$ cat src/rtl/btb_pkg.sv
// Shared types and constants for the BTB update controller.
// Supplies a default for the WIDTH macro when the build does not define one.
`ifndef WIDTH
`define WIDTH 2
`endif

package btb_pkg;

    localparam int BTB_SIZE = 256;
    localparam int IDX_W    = 8;
    localparam int TAG_W    = 10;
    localparam int TGT_W    = 12;

    typedef struct packed {
        logic [IDX_W-1:0] idx;
        logic [TAG_W-1:0] tag;
        logic [TGT_W-1:0] target;
        logic             uncond;
        logic             mispredict;
    } btb_upd_t;

    typedef enum logic [0:0] {
        ST_RUN   = 1'b0,
        ST_CLEAR = 1'b1
    } btb_state_t;

    function automatic btb_upd_t make_upd(input logic [31:0] pc, input logic [31:0] target,
                                          input logic uncond, input logic mispredict);
        btb_upd_t u;
        u.idx        = pc[9:2];
        u.tag        = pc[19:10];
        u.target     = target[13:2];
        u.uncond     = uncond;
        u.mispredict = mispredict;
        return u;
    endfunction

    function automatic logic same_line(input btb_upd_t a, input btb_upd_t b);
        return (a.idx == b.idx) && (a.tag == b.tag);
    endfunction

    // A younger packet for the same line wins on target/kind; mispredicts accumulate.
    function automatic btb_upd_t merge_upd(input btb_upd_t old_u, input btb_upd_t new_u);
        btb_upd_t u;
        u            = old_u;
        u.target     = new_u.target;
        u.uncond     = new_u.uncond;
        u.mispredict = old_u.mispredict | new_u.mispredict;
        return u;
    endfunction

endpackage

$ cat src/rtl/btb_upd_fifo.sv
// Counted update queue: up to WIDTH pushes per cycle, one pop, and a rewrite
// port for the youngest entry.
module btb_upd_fifo
    import btb_pkg::*;
#(
    parameter int WIDTH  = 2,
    parameter int QDEPTH = 8
) (
    input  logic                         clock,
    input  logic                         reset_n,
    input  logic                         clear,
    input  logic                         push_en,
    input  logic [$clog2(WIDTH+1)-1:0]   push_n,
    input  btb_upd_t [WIDTH-1:0]         push_data,
    input  logic                         tail_wr,
    input  btb_upd_t                     tail_data,
    input  logic                         pop,
    output btb_upd_t                     head,
    output btb_upd_t                     tail,
    output logic [$clog2(QDEPTH+1)-1:0]  count
);

    localparam int PTR_W = $clog2(QDEPTH);
    localparam int CNT_W = $clog2(QDEPTH+1);

    btb_upd_t         mem_r [QDEPTH];
    logic [PTR_W-1:0] wr_ptr_r;
    logic [PTR_W-1:0] rd_ptr_r;
    logic [CNT_W-1:0] count_r;
    logic [CNT_W-1:0] push_cnt_s;
    logic             do_pop_s;

    // Effective push and pop amounts for this cycle
    always_comb begin
        push_cnt_s = push_en ? CNT_W'(push_n) : CNT_W'(0);
        do_pop_s   = pop && (count_r != CNT_W'(0));
    end

    // Storage, pointers and occupancy; the count is kept separately so full and empty never alias
    always_ff @(posedge clock or negedge reset_n) begin
        if (!reset_n) begin
            for (int i = 0; i < QDEPTH; i++) begin
                mem_r[i] <= '0;
            end
            wr_ptr_r <= PTR_W'(0);
            rd_ptr_r <= PTR_W'(0);
            count_r  <= CNT_W'(0);
        end else if (clear) begin
            wr_ptr_r <= PTR_W'(0);
            rd_ptr_r <= PTR_W'(0);
            count_r  <= CNT_W'(0);
        end else begin
            for (int i = 0; i < WIDTH; i++) begin
                if (push_en && (i < int'(push_n))) begin
                    mem_r[wr_ptr_r + PTR_W'(i)] <= push_data[i];
                end
            end
            if (tail_wr) begin
                mem_r[wr_ptr_r - PTR_W'(1)] <= tail_data;
            end
            wr_ptr_r <= wr_ptr_r + PTR_W'(push_cnt_s);
            rd_ptr_r <= rd_ptr_r + PTR_W'(do_pop_s);
            count_r  <= count_r + push_cnt_s - CNT_W'(do_pop_s);
        end
    end

    assign head  = mem_r[rd_ptr_r];
    assign tail  = mem_r[wr_ptr_r - PTR_W'(1)];
    assign count = count_r;

endmodule

$ cat src/rtl/btb_update_ctrl.sv
// BTB update controller: queues resolved branches and streams writes or a full
// clear walk to BTB storage. Define BTB_UPD_COALESCE_EN to merge same-line packets.
module btb_update_ctrl #(
    parameter int WIDTH    = `WIDTH,
    parameter int QDEPTH   = 8,
    parameter int BTB_SIZE = btb_pkg::BTB_SIZE
) (
    input  logic                          clock,
    input  logic                          reset_n,
    input  logic [WIDTH-1:0]              rob_valid,
    input  logic [WIDTH-1:0][31:0]        rob_pc,
    input  logic [WIDTH-1:0][31:0]        rob_target,
    input  logic [WIDTH-1:0]              rob_uncond,
    input  logic [WIDTH-1:0]              rob_mispredict,
    output logic                          rob_ready,
    input  logic                          flush_req,
    output logic                          upd_valid,
    input  logic                          upd_ready,
    output logic                          upd_clear,
    output logic [btb_pkg::IDX_W-1:0]     upd_idx,
    output logic [btb_pkg::TAG_W-1:0]     upd_tag,
    output logic [btb_pkg::TGT_W-1:0]     upd_target,
    output logic                          upd_uncond,
    output logic                          upd_mispredict,
    output logic                          busy,
    output logic [$clog2(QDEPTH+1)-1:0]   q_count
);

    import btb_pkg::btb_upd_t;
    import btb_pkg::btb_state_t;
    import btb_pkg::ST_RUN;
    import btb_pkg::ST_CLEAR;
    import btb_pkg::IDX_W;
    import btb_pkg::TAG_W;
    import btb_pkg::TGT_W;
    import btb_pkg::make_upd;
`ifdef BTB_UPD_COALESCE_EN
    import btb_pkg::same_line;
    import btb_pkg::merge_upd;
`endif

    localparam int CNT_W  = $clog2(QDEPTH+1);
    localparam int PUSH_W = $clog2(WIDTH+1);

    btb_state_t           state_r;
    logic [IDX_W-1:0]     clr_idx_r;
    btb_upd_t             head_s;
    btb_upd_t             tail_s;
    btb_upd_t             tail_new_s;
    btb_upd_t             pkt_s;
    btb_upd_t [WIDTH-1:0] lane_s;
    logic [PUSH_W-1:0]    lane_n_s;
    logic                 tail_wr_s;
    logic [CNT_W-1:0]     count_s;
    int                   req_n_s;
    logic                 ready_s;
    logic                 push_en_s;
    logic                 pop_s;

    // Admission uses the raw slot count so acceptance never depends on merge outcome
    always_comb begin
        req_n_s = 0;
        for (int i = 0; i < WIDTH; i++) begin
            req_n_s = req_n_s + int'(rob_valid[i]);
        end
        ready_s   = (state_r == ST_RUN) && ((QDEPTH - int'(count_s)) >= req_n_s);
        push_en_s = ready_s && !flush_req;
        pop_s     = (state_r == ST_RUN) && (count_s != CNT_W'(0)) && upd_ready && !flush_req;
    end

    // Pack valid slots into consecutive lanes in slot order
    always_comb begin
        lane_s     = '0;
        lane_n_s   = PUSH_W'(0);
        tail_wr_s  = 1'b0;
        tail_new_s = tail_s;
        pkt_s      = '0;
        for (int i = 0; i < WIDTH; i++) begin
            pkt_s = make_upd(rob_pc[i], rob_target[i], rob_uncond[i], rob_mispredict[i]);
            if (rob_valid[i]) begin
`ifdef BTB_UPD_COALESCE_EN
                // The queued tail is only touched when it is not the head, keeping upd_* stable
                if ((lane_n_s != PUSH_W'(0)) && same_line(lane_s[lane_n_s - PUSH_W'(1)], pkt_s)) begin
                    lane_s[lane_n_s - PUSH_W'(1)] = merge_upd(lane_s[lane_n_s - PUSH_W'(1)], pkt_s);
                end else if ((lane_n_s == PUSH_W'(0)) && (count_s >= CNT_W'(2)) && same_line(tail_new_s, pkt_s)) begin
                    tail_new_s = merge_upd(tail_new_s, pkt_s);
                    tail_wr_s  = 1'b1;
                end else begin
                    lane_s[lane_n_s] = pkt_s;
                    lane_n_s         = lane_n_s + PUSH_W'(1);
                end
`else
                lane_s[lane_n_s] = pkt_s;
                lane_n_s         = lane_n_s + PUSH_W'(1);
`endif
            end else begin
                lane_n_s = lane_n_s;
            end
        end
    end

    btb_upd_fifo #(
        .WIDTH  (WIDTH),
        .QDEPTH (QDEPTH)
    ) u_fifo (
        .clock     (clock),
        .reset_n   (reset_n),
        .clear     (flush_req),
        .push_en   (push_en_s),
        .push_n    (lane_n_s),
        .push_data (lane_s),
        .tail_wr   (tail_wr_s && push_en_s),
        .tail_data (tail_new_s),
        .pop       (pop_s),
        .head      (head_s),
        .tail      (tail_s),
        .count     (count_s)
    );

    // RUN/CLEAR sequencing and the clear walk counter
    always_ff @(posedge clock or negedge reset_n) begin
        if (!reset_n) begin
            state_r   <= ST_RUN;
            clr_idx_r <= IDX_W'(0);
        end else begin
            case (state_r)
                ST_RUN: begin
                    if (flush_req) begin
                        state_r   <= ST_CLEAR;
                        clr_idx_r <= IDX_W'(0);
                    end else begin
                        state_r <= ST_RUN;
                    end
                end
                ST_CLEAR: begin
                    if (flush_req) begin
                        clr_idx_r <= IDX_W'(0);
                    end else if (upd_ready) begin
                        if (clr_idx_r == IDX_W'(BTB_SIZE - 1)) begin
                            state_r <= ST_RUN;
                        end else begin
                            state_r <= ST_CLEAR;
                        end
                        clr_idx_r <= clr_idx_r + IDX_W'(1);
                    end else begin
                        state_r <= ST_CLEAR;
                    end
                end
                default: begin
                    state_r   <= ST_RUN;
                    clr_idx_r <= IDX_W'(0);
                end
            endcase
        end
    end

    // Write-port view: clear walk, queue head, or idle zeros
    always_comb begin
        if (state_r == ST_CLEAR) begin
            upd_valid      = 1'b1;
            upd_clear      = 1'b1;
            upd_idx        = clr_idx_r;
            upd_tag        = TAG_W'(0);
            upd_target     = TGT_W'(0);
            upd_uncond     = 1'b0;
            upd_mispredict = 1'b0;
        end else if (count_s != CNT_W'(0)) begin
            upd_valid      = 1'b1;
            upd_clear      = 1'b0;
            upd_idx        = head_s.idx;
            upd_tag        = head_s.tag;
            upd_target     = head_s.target;
            upd_uncond     = head_s.uncond;
            upd_mispredict = head_s.mispredict;
        end else begin
            upd_valid      = 1'b0;
            upd_clear      = 1'b0;
            upd_idx        = IDX_W'(0);
            upd_tag        = TAG_W'(0);
            upd_target     = TGT_W'(0);
            upd_uncond     = 1'b0;
            upd_mispredict = 1'b0;
        end
    end

    assign rob_ready = ready_s;
    assign busy      = (state_r == ST_CLEAR);
    assign q_count   = count_s;

endmodule
$ cat config.mk
export PLATFORM = sky130hd
export DESIGN_NAME = btb_update_ctrl
export DESIGN_NICKNAME = d
export VERILOG_FILES = /design/src/rtl/btb_pkg.sv /design/src/rtl/btb_upd_fifo.sv /design/src/rtl/btb_update_ctrl.sv
export SDC_FILE = /design/constraint.sdc
export NUM_CORES = 1
export LEC_CHECK = 0
export BUFFER_PORTS_ARGS = -buffer_cell sky130_fd_sc_hd__buf_2
export CELL_PAD_IN_SITES_DETAIL_PLACEMENT = 1
export CELL_PAD_IN_SITES_GLOBAL_PLACEMENT = 2
export CORE_MARGIN = 2
export CORE_UTILIZATION = 42
export DETAILED_ROUTE_END_ITERATION = 10
export PLACE_DENSITY = 0.92
export SLEW_MARGIN = 20
export SYNTH_ARGS = -nofsm -noshare
export SYNTH_HDL_FRONTEND = slang
export SYNTH_SLANG_ARGS = --single-unit
$ cat constraint.sdc
create_clock -name clock -period 9.8 [get_ports clock]
set_input_delay 0.49 -clock clock [delete_from_list [all_inputs] [get_ports clock]]
set_output_delay 0.49 -clock clock [all_outputs]
set_load 0.1 [all_outputs]
==> results of run 1 <==
per-layer routing:
metal / part of all wire [%] / global-route usage, %
met1: 39 / 39.2
met2: 49 / 50.2
met3: 7.7 / 4.09
met4: 4.1 / 12.6
met5: 0 / 0
cell families after synthesis:
kind of cell / after synthesis
adder cells (fa/ha/maj): 19
AND/OR/NAND/NOR: 406
AO/OA/AOI/OAI: 383
multiplexers: 98
buffers and inverters: 179
XOR/XNOR: 11
flip-flops: 275
final timing paths:
| path | endpoint | slack (ps) | depth (start not counted) |
|---|---|---|---|
| max | u_fifo.mem_r[252] | 4650 | 12 |
| min | u_fifo.mem_r[160] | 30 | 1 |
| max reg2reg | u_fifo.mem_r[252] | 5220 | 10 |
| min reg2reg | u_fifo.mem_r[52] | 550 | 1 |
| max in group asynchronous | u_fifo.mem_r[20] | 8380 | 2 |
| min in group clock | clr_idx_r[1] | 270 | 3 |
report_power, final:
group          switching, mW  internal [mW]  leakage, nW
Sequential            0.0312           1.18         3.79
Combinational          0.169          0.122         2.64
Clock                  0.481          0.664        0.474
flip-flops by register name, summed over array words and instances (netlist names):
| signal | count |
|---|---|
| busy | 1 |
| clr_idx_r | 8 |
| u_fifo.count | 4 |
| u_fifo.mem_r | 256 |
| u_fifo.rd_ptr_r | 3 |
| u_fifo.wr_ptr_r | 3 |
worst register-to-register path, cell delays in order (launching register included):
cell and delay, ps:
dfrtp_1 420, inv_1 110, ha_1 310, ha_1 290
a221o_1 190, a32oi_4 150, inv_6 570, buf_4 780
nand4_1 790, buf_4 550, o221a_2 320
layout by cell type (no fill, tap or decap), types with 7 or more instances in the layout:
master	n
a21oi_1	37
a221oi_1	63
a31oi_1	35
and3_1	7
buf_2	109
buf_4	37
clkbuf_16	31
clkbuf_2	13
dfrtp_1	272
ha_1	17
inv_1	15
mux2i_1	33
mux4_2	64
nand2_1	91
nand3_1	227
nand4_1	8
nor2_1	39
nor2_2	9
nor2b_1	7
o21ai_0	10
o221a_1	129
o221a_2	95
stage by stage:
stage               util (%)  hold slack [ps]
floorplan                  -              194
global placement        44.3              535
detailed placement      44.3              543
CTS                     47.0             71.6
global route            47.2              102
finish                  47.2             30.6
layout make-up:
class	instances	area (um^2)	share of cell area [%]
multi-input cells	917	7770	45.2
well taps	468	586	3.41
inverters	17	68.8	0.400
flip-flops and latches	275	6890	40.1
repair buffers	161	923	5.37
clock buffers	41	873	5.08
clock inverters	6	80.1	0.466
==> impl_results.md, run 1 <==
- Antenna cells: 0
- Post-CTS Setup Inserts: 0
- Outcome: complete, no violations
- DR vias/cell: 7.24
- Final Hold Vio Count: 0
- Slowest cell on crit path: buf_4
- Synth Area in Compound Gates: 23.6%
- Final WS setup: 4650 ps
- Initial antenna violation count: 0
- Post-Synth Simple-Gate Area: 12.4%
- Crit path cell chain: buf_2 -> inv_1 -> ha_1 -> ha_1 -> nand2b_1 -> a221o_1 -> a32oi_4 -> inv_6 -> buf_4 -> nand4_1 -> buf_4 -> o221a_2
- PortBufs: 109
- Main combinational cell family by area after synthesis: compound AO/OA/AOI/OAI gates
- Cell Count, Final, Fillers Out: 1885
- Worst min-delay path class: in2async
- Crit Path Class: in2reg
- Total grt overflow: 0
- Largest net degree at the start of global routing: 162
- R2R Path Start: u_fifo.count[0]
- Syn avg cell area: 11.3 um^2
- Final Cycle Share: 52.5%
- Final WL: 57600 um
- Synth unique cells: 48
- Latest clock arrival within the worst-skew pair: 570 ps
- RSZ-0062 raised after global routing: false
- Syn Inst Count: 1371
- Sequential area share after synthesis: 44.5%
- Die W: 196 um
- Pre-Repair DR Iteration Count: 5
- CP Buf/Inv Count: 5
- Clock Sinks: 275
- Area after DPL: 16200 um^2
- Largest area contributor in the netlist: dfrtp_1
- HPWL Detailed: 32400 um
- YS warnings: 0
- Pwr dens: 154 nW/um^2
- Critical Path RT: 10250 ps
- Final Wtd Congestion: 0.796
- #FFs+latches synth: 275
- Synth Area in Adders: 1.63%
- Maximum vdd drop: 136 uV
- Synth Flop Type: dfrtp_1
- Leak: 6.90 nW
- EDFF count, synth: 0
- Final Max Tran Viols: 0
- CTS tree: yes
- Setup WS pre-CTS: 4170 ps
- Worst Setup SP: rob_valid[0]
- Layout area overhead: 11.1%
- Fillers: 3913
- Startpoint types: primary input
- Worst slew margin: 19.9%
- TritonCTS Buffers: 30
- GRT Total Usage: 29.9%
- Crit Path Max Fanout: 95
- Slowest cell delay on critical path: 780 ps
- Count leader, synth: dfrtp_1
- Core area: 36400 um^2
- Fin nets: 1559
- Synth top area cells: dfrtp_1 44%, o221a_1 9.4%, mux4_2 9.3%, nand3_1 7.3%, o221a_2 6.9%
- Post-CTS Resized: 0
- Fin Clk Skew: 9.30 ps
- First-pass GRT wire length: 88400 um
- IO Pins: 178
- Overall power: 2.65 mW
- Max-cap violation count: 0
- Setup-violating endpoint count in the final report: 0
- CTS Root Cell: clkbuf_16
- Post-synth top area share: 44.5%
- CTS HTree Levels: 1
- Avg WL per Cell: 30.5 um
- Critical path data arrival time: 5600 ps
- Number of global-route vias before repair: 14500
- Die Y: 196 um
- Critical path capture point type: flip-flop
- Worst-path clk slew: 60 ps
- Cell area after layout: 17200 um^2
- Asr flop ratio synth: 100%
- Mux contribution to synthesized area: 11.5%
- Row count: 70
- Area of the mapped netlist: 15500 um^2
- F_max: 194 MHz
- Clk buf depth: 3
- Initial Utilization: 42.4%
- DRC viols: 0
- CTS Hold Buffers Added: 0
- Via count: 13700
- Min Tclk post-route: 5150 ps
- Syn Nets: 1528
- Layout cells sized above 1: 27.3%
- Post-synth top cells: 275 x dfrtp_1, 227 x nand3_1, 129 x o221a_1
- Delay-heaviest family, CP: buffers and inverters
- Routed Antenna Nets: 0
- Setup Total Neg Slack: 0 ps
- Post-synthesis xor/xnor area fraction: 0.623%
- Worst-margin pin slew: 1200 ps
- Placed Cells: 1823
- DRT iter0 DRCs: 1515
- Die ar.: 38400 um^2
No activity file was read; power rests on OpenSTA's default activity.
==> inputs of run 2 (changes only) <==
--- a/config.mk
+++ b/config.mk
@@ -9,9 +9,9 @@
 export CELL_PAD_IN_SITES_DETAIL_PLACEMENT = 1
 export CELL_PAD_IN_SITES_GLOBAL_PLACEMENT = 2
 export CORE_MARGIN = 2
-export CORE_UTILIZATION = 42
+export CORE_UTILIZATION = 36
 export DETAILED_ROUTE_END_ITERATION = 10
-export PLACE_DENSITY = 0.92
+export PLACE_DENSITY = 0.85
 export SLEW_MARGIN = 20
 export SYNTH_ARGS = -nofsm -noshare
 export SYNTH_HDL_FRONTEND = slang
==> constraint.sdc (replaced) <==
create_clock -name clock -period 4.4 [get_ports clock]
set_input_delay 0.22 -clock clock [delete_from_list [all_inputs] [get_ports clock]]
set_output_delay 0.22 -clock clock [all_outputs]
set_load 0.1 [all_outputs]
==> impl_results.md, run 2 (same netlist as run 1, synthesis figures left out) <==
- Pre-Repair DR Iteration Count: 6
- Most frequent cells in the layout: 272 x dfrtp_1, 227 x nand3_1, 129 x o221a_1, 111 x buf_2, 95 x o221a_2
- DRC viols: 0
- DRT iter0 DRCs: 1299
- PortBufs: 109
- Clock Sinks: 275
- Layout area overhead: 14.0%
- Outcome: complete, no violations
- Fillers: 4540
- Final Cycle Share: 84.6%
- Setup-violating endpoint count in the final report: 0
- Routed Antenna Nets: 0
- Row count: 75
- Post-CTS Resized: 0
- Commonest non-fill, non-tap cell in the layout: dfrtp_1
- Final WL: 58300 um
- Pwr dens: 356 nW/um^2
- Clk buf depth: 3
- Hold path cells: 3
- Worst min-delay path class: in2reg
- IO Pins: 178
- R2R Setup Slk: 680 ps
- Setup Total Neg Slack: 0 ps
- F_max: 269 MHz
- Final Wtd Congestion: 0.840
- Initial Utilization: 36.7%
- Core area: 42100 um^2
- Reg2Reg Depth: 10
- Leak: 7.06 nW
- Antenna cells: 0
- Latest clock arrival within the worst-skew pair: 530 ps
- Fin Clk Skew: 11.0 ps
- Max-cap violation count: 0
- Reg2Reg Capture Point: u_fifo.mem_r[183]
- Final Hold Vio Count: 0
- RSZ-0062 raised after global routing: false
- Via count: 13400
- TritonCTS Buffers: 34
- Die W: 211 um
- Worst-path clk slew: 60 ps
- CTS Root Cell: clkbuf_16
- Worst-margin pin slew: 1170 ps
- Maximum vdd drop: 200 uV
- Crit Path Class: reg2reg
- Max reg flops: 256
- Fin nets: 1575
- Overall power: 6.27 mW
- First-pass GRT wire length: 88200 um
- HPWL Detailed: 33700 um
- Initial antenna violation count: 0
- Layout cells sized above 1: 27.9%
- Total grt overflow: 0
- Largest net degree at the start of global routing: 105
- Avg WL per Cell: 29.4 um
- DR vias/cell: 6.75
- CTS tree: yes
- Largest reg by FF count: u_fifo.mem_r
- R2R Path Start: u_fifo.count[0]
- Crit Path Max Fanout: 89
- Hold Startpoint: rob_target[42]
- Critical Path RT: 4820 ps
- Startpoint types: flip-flop
- Critical path capture point type: flip-flop
- CTS HTree Levels: 2
- Critical path data arrival time: 4140 ps
- Number of global-route vias before repair: 13900
- Die ar.: 44600 um^2
- Worst slew margin: 22.2%
- GRT Total Usage: 26.2%
- Min Tclk post-route: 3720 ps
- Final Max Tran Viols: 0
- Hold EP: u_fifo.mem_r[74]
- Die Y: 211 um
## run 2: layout make-up
class	instances	area (um^2)	area share, %
Multi-Input combinational cell	917	7770	44.1
Sequential cell	275	6890	39.1
Timing Repair Buffer	173	1090	6.18
Clock buffer	55	1060	6.03
Tap cell	539	674	3.83
Clock inverter	4	76.3	0.433
Inverter	17	68.8	0.390
## run 2: critical path: stages (launching register included)
cell	delay (ps)
dfrtp_1	380
inv_1	90
ha_1	300
ha_1	280
a221o_1	330
a32oi_4	500
inv_6	240
buf_4	480
and3_1	310
buf_4	310
o221a_2	350
## run 2: what timing repair did
action | in CTS | in global routing
setup endpoints to repair | 0 | 0
hold endpoints to repair | 85 | 0
buffers inserted | 0 | 0
hold buffers | 2 | 0
## run 2: power by group
group	switching, mW	internal, mW
combinational	0.377	0.276
sequential	0.0647	2.64
clock	1.14	1.77
total	1.58	4.69
## run 2: per-layer routing
metal  global-route usage [%]  vias to the layer above  wire, um
met5                        0                        -         0
met1                     35.6                     7023     24500
met3                     4.79                      128      4640
li1                         -                     5603         -
met4                     9.06                        0      1800
met2                     42.0                      618     27300
## run 2: metrics by stage
stage / worst slack [ps] / hold slack (ps) / util, % / cells / area, um^2
after global routing: 516 / 60.5 / 41.8 / 1980 / 17600
after CTS: 706 / 30.7 / 41.7 / 1969 / 17600
after floorplan: 103 / -75.6 / - / 1371 / 15500
after global placement: 574 / 288 / 38.9 / 1906 / 16400
after detailed placement: 566 / 290 / 38.9 / 1908 / 16400
final: 678 / 45.4 / 41.8 / 1980 / 17600
## run 2: worst max-delay path by stage
stage	start	end	slack, ps	cells past startpoint
2_1_floorplan	u_fifo.count[0]	u_fifo.count[2]	100	14
3_3_place_gp	rob_valid[1]	u_fifo.mem_r[183]	570	12
3_5_place_dp	rob_valid[1]	u_fifo.mem_r[183]	570	12
4_1_cts	u_fifo.count[0]	u_fifo.mem_r[183]	710	10
5_1_grt	u_fifo.count[0]	u_fifo.mem_r[191]	520	10
6_report	u_fifo.count[0]	u_fifo.mem_r[183]	680	10
==> inputs of run 3 (changes only) <==
--- a/config.mk
+++ b/config.mk
@@ -9,9 +9,9 @@
 export CELL_PAD_IN_SITES_DETAIL_PLACEMENT = 1
 export CELL_PAD_IN_SITES_GLOBAL_PLACEMENT = 2
 export CORE_MARGIN = 2
-export CORE_UTILIZATION = 36
+export CORE_UTILIZATION = 39
 export DETAILED_ROUTE_END_ITERATION = 10
-export PLACE_DENSITY = 0.85
+export PLACE_DENSITY = 0.87
 export SLEW_MARGIN = 20
 export SYNTH_ARGS = -nofsm -noshare
 export SYNTH_HDL_FRONTEND = slang
==> constraint.sdc (replaced) <==
create_clock -name clock -period 3.6 [get_ports clock]
set_input_delay 0.18 -clock clock [delete_from_list [all_inputs] [get_ports clock]]
set_output_delay 0.18 -clock clock [all_outputs]
set_load 0.1 [all_outputs]
==> impl_results.md, run 3 (same netlist as run 1, synthesis figures left out) <==
- Fillers: 4187
- Worst min-delay path class: in2reg
- DRT iter0 DRCs: 1428
- Most frequent cells in the layout: 269 x dfrtp_1, 227 x nand3_1, 129 x o221a_1, 107 x buf_2, 95 x o221a_2
- Worst-path clk slew: 60 ps
- Largest net degree at the start of global routing: 109
- R2R Setup Slk: 490 ps
- DRC viols: 0
- Fin nets: 1589
- Antenna cells: 0
- Number of global-route vias before repair: 14900
- Core area: 38900 um^2
- Critical path data arrival time: 3120 ps
- F_max: 303 MHz
- Total grt overflow: 0
- Die Y: 203 um
- Pwr dens: 427 nW/um^2
- Startpoint types: flip-flop
- Hold path cells: 3
- CTS HTree Levels: 2
- Via count: 13800
- Worst-margin pin slew: 1080 ps
- DR vias/cell: 7.02
- Pre-Repair DR Iteration Count: 5
- Maximum vdd drop: 242 uV
- Overall power: 7.60 mW
- Sw power: 1.90 mW
- Leak: 7.14 nW
- First-pass GRT wire length: 91400 um
- Hold EP: u_fifo.mem_r[87]
- Final WS setup: 301 ps
- CTS tree: yes
- Critical path capture point type: output port
- Initial Utilization: 39.7%
- Commonest non-fill, non-tap cell in the layout: dfrtp_1
- WHS: 33.1 ps
- Sw Share: 25.0%
- Outcome: complete, no violations
- Final Hold Vio Count: 0
- R2R Path Start: u_fifo.count[1]
- Latest clock arrival within the worst-skew pair: 510 ps
- Initial antenna violation count: 0
- CTS Root Cell: clkbuf_16
- Sequential Power Share: 43.5%
- Comb pwr share: 10.9%
- Setup-violating endpoint count in the final report: 0
- Layout area overhead: 15.1%
- Final WL: 59800 um
- Final design utilization: 45.7%
- Fin Clk Skew: 11.5 ps
- RSZ-0062 raised after global routing: false
- Max-cap violation count: 0
- Die ar.: 41300 um^2
- Largest reg by FF count: u_fifo.mem_r
- Setup WS pre-CTS: 348 ps
- Layout cells sized above 1: 29.0%
- Area after DPL: 16700 um^2
- Critical Path RT: 3420 ps
- Reg2Reg Depth: 14
- Min Tclk post-route: 3300 ps
- Reg2Reg Capture Point: u_fifo.count[3]
- Die W: 203 um
- Avg WL per Cell: 30.4 um
- Cell area after layout: 17800 um^2
- Cell-internal power: 5.70 mW
- Crit Path Class: reg2out
- HPWL Detailed: 33700 um
- Worst slew margin: 28.2%
- Final Cycle Share: 91.6%
- Crit Path Max Fanout: 61
- Row count: 72
- Routed Antenna Nets: 0
- Clk buf depth: 3
- GRT Total Usage: 28.9%
- Final Max Tran Viols: 0
- Clk pwr share: 45.6%
- Max reg flops: 256
- Worst Setup SP: u_fifo.count[1]
- IO Pins: 178
- Final Wtd Congestion: 0.843
- TritonCTS Buffers: 34
- PortBufs: 109
- Hold Startpoint: rob_pc[51]
- Clock Sinks: 275
[run 3: cell types whose count changed in the layout (fill, tap and decap cells not counted), sizes merged]
cell	change
clkinv	+1
clkdlybuf4s18	+1
inv	-1
buf	+18
clkbuf	-11
clkinvlp	+1
[run 3: area by class of cell]
| cell class | count | area, um^2 | share of cell area (%) |
|---|---|---|---|
| clock buffer | 49 | 1030 | 5.79 |
| inverter | 17 | 68.8 | 0.387 |
| tap | 518 | 648 | 3.64 |
| multi-input combinational | 917 | 7770 | 43.7 |
| timing repair buffer | 187 | 1310 | 7.34 |
| sequential | 275 | 6900 | 38.7 |
| clock inverter | 5 | 77.6 | 0.436 |
[run 3: repair_timing]
action	4_1_cts	5_1_grt
endpoints found under the hold margin	105	0
buffers inserted	0	0
hold buffers	2	0
gates resized for setup	0	0
[run 3: worst max path at each step]
| stage | cells past startpoint | to |
|---|---|---|
| final | 8 | rob_ready |
| after CTS | 8 | rob_ready |
| after floorplan | 5 | upd_idx[2] |
| after detailed placement | 16 | u_fifo.count[3] |
| after global routing | 8 | rob_ready |
| after global placement | 16 | u_fifo.count[3] |
[run 3: power by group through the flow]
stage	clock (mW)	combinational [mW]	sequential [mW]
3_5_place_dp	0	0.819	3.36
3_3_place_gp	0	0.795	3.35
5_1_grt	3.62	0.889	3.32
4_1_cts	3.49	0.825	3.31
6_report	3.46	0.829	3.31
2_1_floorplan	0	0.488	3.33
[run 3: per-stage QoR]
stage / cells / setup TNS [ps]
5_1_grt: 1968 / 0
2_1_floorplan: 1371 / -2690
6_report: 1968 / 0
3_3_place_gp: 1908 / 0
4_1_cts: 1965 / 0
3_5_place_dp: 1909 / 0
[run 3: critical path, stage by stage (launching register included)]
cell and delay [ps]:
dfrtp_4 480, inv_1 90, ha_1 230, ha_1 280
a221o_1 180, a32oi_4 90, inv_6 150, buf_4 540
buf_2 560
[run 3: metal layers]
layer / vias to the layer above / track usage (%) / routed length [um] / part of all wire (%)
li1: 5627 / - / - / -
met1: 7254 / 38.1 / 24000 / 40
met2: 733 / 47.7 / 28500 / 48
met3: 199 / 3.99 / 4590 / 7.7
met4: 0 / 12.7 / 2650 / 4.4
met5: - / 0 / 0 / 0
